File: config.mk
export PLATFORM = sky130hd
export DESIGN_NAME = multdivid_operand_shifter
export DESIGN_NICKNAME = d
export VERILOG_FILES = /design/src/rtl/multdivid_operand_shifter.sv
export SDC_FILE = /design/constraint.sdc
export NUM_CORES = 1
export LEC_CHECK = 0
export BUFFER_PORTS_ARGS = -buffer_cell sky130_fd_sc_hd__clkbuf_2
export CORE_UTILIZATION = 49
export CTS_CLUSTER_SIZE = 20
export DETAILED_ROUTE_END_ITERATION = 6
export PLACE_DENSITY_LB_ADDON = 0.15
export SYNTH_ARGS = -nofsm -noshare
export SYNTH_HDL_FRONTEND = slang
export SYNTH_SLANG_ARGS = --single-unit
File: constraint.sdc
create_clock -name clk -period 2 [get_ports clk]
set_clock_uncertainty 0.1 [all_clocks]
set_input_delay 0.2 -clock clk [delete_from_list [all_inputs] [get_ports clk]]
set_output_delay 0.2 -clock clk [all_outputs]
set_load 0.02 [all_outputs]
File: src/rtl/multdivid_operand_shifter.sv
// ----------------------------------------------------------------------------
// multdivid_operand_shifter
//
// Operand register for the multiply/divide unit. It holds a WIDTH-bit operand
// that is loaded on WE. On start it shifts left or right by one bit per clock
// for ITER clocks, counted by an internal down-counter. The bit at the leading
// edge of the shift is presented on shift_out. busy and done report progress
// to the MultDivid sequencer.
//
// Optional feature macro: MULTDIVID_SIGNEXT_EN
//   defined     : right shifts are arithmetic (the MSB is replicated).
//   not defined : right shifts take shift_in as the fill bit, so both
//                 directions behave as a logical/serial shift.
//
// Reset is synchronous and active-high on port `reset`.
// ----------------------------------------------------------------------------
module multdivid_operand_shifter #(
    parameter int WIDTH = 34,   // operand width in bits, at least 2
    parameter int ITER  = 32,   // shift clocks per operation, 0 allowed
    parameter int CNT_W = 6     // counter width, 2**CNT_W must exceed ITER
) (
    input  logic             clk,
    input  logic             reset,
    input  logic [WIDTH-1:0] value,
    input  logic             WE,
    input  logic             start,
    input  logic             dir,
    input  logic             shift_in,
    output logic [WIDTH-1:0] value_out,
    output logic             shift_out,
    output logic             busy,
    output logic             done
);

    // Values derived once from the parameters.
    localparam logic [CNT_W-1:0] ITER_CNT  = CNT_W'(ITER);
    localparam logic [CNT_W-1:0] CNT_ONE   = CNT_W'(1);
    localparam bit               ZERO_ITER = (ITER == 0);

    typedef enum logic [1:0] {
        ST_IDLE  = 2'd0,
        ST_SHIFT = 2'd1,
        ST_DONE  = 2'd2
    } state_t;

    state_t           state_reg;
    logic [WIDTH-1:0] value_reg;
    logic [CNT_W-1:0] cnt_reg;
    logic             dir_reg;
    logic             busy_reg;
    logic             done_reg;

    // Candidate next register contents, one for each shift direction.
    logic [WIDTH-1:0] shl_next;
    logic [WIDTH-1:0] shr_next;
    logic             fill_bit;

    // This selects the bit that enters at the MSB on a right shift.
`ifdef MULTDIVID_SIGNEXT_EN
    assign fill_bit = value_reg[WIDTH-1];
`else
    assign fill_bit = shift_in;
`endif

    // Each bit takes its neighbour's value. The end bits take the serial input
    // or the fill bit instead.
    generate
        for (genvar gi = 0; gi < WIDTH; gi++) begin : g_shift_bit
            if (gi == 0) begin : g_lsb
                assign shl_next[gi] = shift_in;
            end else begin : g_lsb_n
                assign shl_next[gi] = value_reg[gi-1];
            end

            if (gi == WIDTH - 1) begin : g_msb
                assign shr_next[gi] = fill_bit;
            end else begin : g_msb_n
                assign shr_next[gi] = value_reg[gi+1];
            end
        end
    endgenerate

    // This FSM handles loading, sequencing the shifts, and the registered
    // busy and done flags.
    always_ff @(posedge clk) begin
        if (reset) begin
            state_reg <= ST_IDLE;
            value_reg <= '0;
            cnt_reg   <= '0;
            dir_reg   <= 1'b0;
            busy_reg  <= 1'b0;
            done_reg  <= 1'b0;
        end else begin
            case (state_reg)
                ST_IDLE, ST_DONE: begin
                    // A load in the same cycle as start is seen by the first shift.
                    if (WE) begin
                        value_reg <= value;
                    end
                    if (start) begin
                        dir_reg <= dir;
                        cnt_reg <= ITER_CNT;
                        if (ZERO_ITER) begin
                            state_reg <= ST_DONE;
                            busy_reg  <= 1'b0;
                            done_reg  <= 1'b1;
                        end else begin
                            state_reg <= ST_SHIFT;
                            busy_reg  <= 1'b1;
                            done_reg  <= 1'b0;
                        end
                    end
                end

                ST_SHIFT: begin
                    // WE, start and dir are ignored here. dir_reg holds its value
                    // for the whole operation.
                    value_reg <= dir_reg ? shr_next : shl_next;
                    cnt_reg   <= cnt_reg - CNT_ONE;
                    if (cnt_reg == CNT_ONE) begin
                        state_reg <= ST_DONE;
                        busy_reg  <= 1'b0;
                        done_reg  <= 1'b1;
                    end
                end

                default: begin
                    state_reg <= ST_IDLE;
                    busy_reg  <= 1'b0;
                    done_reg  <= 1'b0;
                end
            endcase
        end
    end

    assign value_out = value_reg;
    assign shift_out = dir_reg ? value_reg[0] : value_reg[WIDTH-1];
    assign busy      = busy_reg;
    assign done      = done_reg;

endmodule

==> impl_metrics.csv <==
group,metric,value,unit
worst_hold_path,worstHoldPathType,"in2reg",
layout,final_area,0.00269,mm2
place,port_buffers,76,
route,drtIter0Drc,156,
worst_setup_path,worst-r2r-cell-count,3,
synthesis,yosys_warnings,0,
synthesis,async_reset_ff_share,0,%
floorplan,die_area,0.00460,mm2
layout,antenna-diode-count,0,
floorplan,rows,23,
synthesis,syn_nets,257,
worst_setup_path,critical_path.max_fanout,14,
sta,rsz0062_at_grt,"false",
synthesis,synth_seq_area_share,41.5,%
clock_network,cts_inserted_buffers,5,
synthesis,synth.top_cell.area_share,41.5,%
layout,largest_register_ffs,34,
layout,multiInputGateArea,0.00113,mm2
synthesis,synth_largest_area_cell,"dfxtp_1",
clock_network,clkLatencyLatePin,0.29,ns
sta,worst_pin_slew,0.968,ns
layout,fillers,362,
synthesis,ys_ff_latch,44,
synthesis,syn_inst,215,
sta,setup-violations-final,0,
clock_network,cts_tree,"done",
floorplan,initial_utilization,52.0,%
global_route,grt_usage,22.1,%
floorplan,die_w,67.8,um
sta,maxSlewHeadroom,35.1,%
global_route,grt_pass1_vias,1714,
floorplan,fp.coreArea,0.00409,mm2
place,place_ws,0.0763,ns
layout,nets,336,
run_status,status,"finished clean",
worst_setup_path,crit_path_end_kind,"flop",
synthesis,yosysMostFrequentCell,"dfxtp_1",
synthesis,synth_flop_cell,"dfxtp_1",
power,ir_worst_vdd,0.514,mV
global_route,antenna_found_initial,0,
sta,finalSetupTns,0,ns
synthesis,synth_edf_count,0,
route,drc,0,
sta,period_minus_slack,1.83,ns
worst_hold_path,hold-path-cell-count,2,
synthesis,syn-cell-area,0.00212,mm2
clock_network,cts_root_buf,"clkbuf_8",
route,wl_per_cell,14.7,um
route,antenna_left,0,
sta,fmaxAchievable,547,MHz
clock_network,h-tree-depth,2,
worst_setup_path,cp-start-kind,"flop",
synthesis,yosysUniqueCellTypes,33,
sta,whs,0.0231,ns
synthesis,synthTopCellsByArea,"dfxtp_1 (41%), a221o_1 (16%), mux2i_1 (16%)",
worst_setup_path,cp_data_required_time,2.14,ns
worst_setup_path,cp.arrival,1.97,ns
global_route,grt_max_degree,29,
layout,drive_above_1_share,33.9,%
clock_network,postCtsHoldBufs,0,
floorplan,fp.dieH,67.8,um
sta,drv_slew,0,
synthesis,avgSynthCellArea,9.88,um2
job,drv_cap,0,
worst_setup_path,path_class,"reg2reg",
floorplan,ioPinCount,77,
place,dpl_cell_area,0.00257,mm2
place,hpwl,3.50,mm
power,powerDensity,872,mW/mm2
place,gp_congestion,0.827,
sta,timing.final.ws_setup,0.173,ns
clock_network,clk_path_buf_depth,2,
route,via_per_inst,5.66,
global_route,grt_remaining_overflow,0,
clock_network,clock_sinks,44,
layout,ff_latch_area,882,um2
route,drt_wl_total,5.08,mm
sta,finalHoldViolations,0,
power,p_leak,1.16,nW
route,dr.pass1.iters,4,
synthesis,synth_common_cells,"dfxtp_1 (44), nor2_1 (38), a221o_1 (34), mux2i_1 (34), buf_2 (11)",
layout,syn_to_final_growth,26.4,%
route,vias,1953,
sta,fin_crit_sh,91.3,%
clock_network,cts.clk_slew.worst_paths,0.09,ns
global_route,grt_pass1_wl,7.66,mm
[worst max-delay path: stages, from the launching register on]
cell,delay (ns)
dfxtp_1,0.33
and2b_1,0.25
nor3_2,0.81
a221o_1,0.28
[path summary, 6_finish.rpt]
path	slack, ns	startpoint	to
max	0.17	done$_SDFFE_PP0P_	value_out[5]$_SDFFE_PP0P_
min	0.02	value[28]	value_out[28]$_SDFFE_PP0P_
max reg2reg	0.17	done$_SDFFE_PP0P_	value_out[5]$_SDFFE_PP0P_
min reg2reg	0.37	busy$_SDFFE_PP0P_	busy$_SDFFE_PP0P_
[through the flow]
| stage | utilization [%] | power [W] | cells |
|---|---|---|---|
| after floorplan | - | 0.00148 | 215 |
| after global placement | 62.8 | 0.00167 | 336 |
| after detailed placement | 62.8 | 0.00168 | 336 |
| after CTS | 65.5 | 0.00235 | 344 |
| after global routing | 65.7 | 0.00245 | 345 |
| final | 65.7 | 0.00234 | 345 |
[metal layers]
metal / global-route usage, % / vias to the layer above / part of all wire [%]
li1: - / 964 / -
met4: 5.47 / 0 / 0.33
met3: 6.50 / 2 / 5.7
met1: 27.9 / 930 / 46
met5: 0 / - / 0
met2: 36.8 / 57 / 48
[where the power goes]
part	total [W]	internal [W]	leakage (nW)	switching [W]
combinational	0.000587	0.000263	0.744	0.000324
clock	0.000676	0.000371	0.0552	0.000305
sequential	0.00108	0.000975	0.363	0.000104
total	0.00234	0.00161	1.16	0.000733
[placed cells by master, fill, tap and decap left out, types with 3 or more instances in the layout]
master and instances:
inv_1 5, clkbuf_2 76, clkbuf_8 5, a21oi_1 4, o21ai_0 3, nor2_1 38, buf_4 11, nor2b_1 3
nand2b_1 3, nand2_1 5, mux2i_1 34, a221o_1 34, dfxtp_1 43
[cells by family after synthesis]
logic type	count (synthesis)	share of synthesized area (%)
buffers and inverters	22	5.77
AO/OA/AOI/OAI	48	20.3
multiplexers	36	17.1
AND/OR/NAND/NOR	63	14.2
adder cells (fa/ha/maj)	2	1.18
flip-flops	44	41.5
[cell type report]
class | count | area share [%]
clock inverters | 2 | 1.30
flip-flops and latches | 44 | 32.9
repair buffers | 88 | 18.0
multi-input cells | 150 | 42.1
well taps | 50 | 2.33
clock buffers | 6 | 2.70
inverters | 5 | 0.699
[repair_timing]
action	CTS	global route
setup endpoints to repair	0	7
gates resized for setup	0	0
setup buffers	0	0
Note: power is estimated with default switching activity, not from simulation.
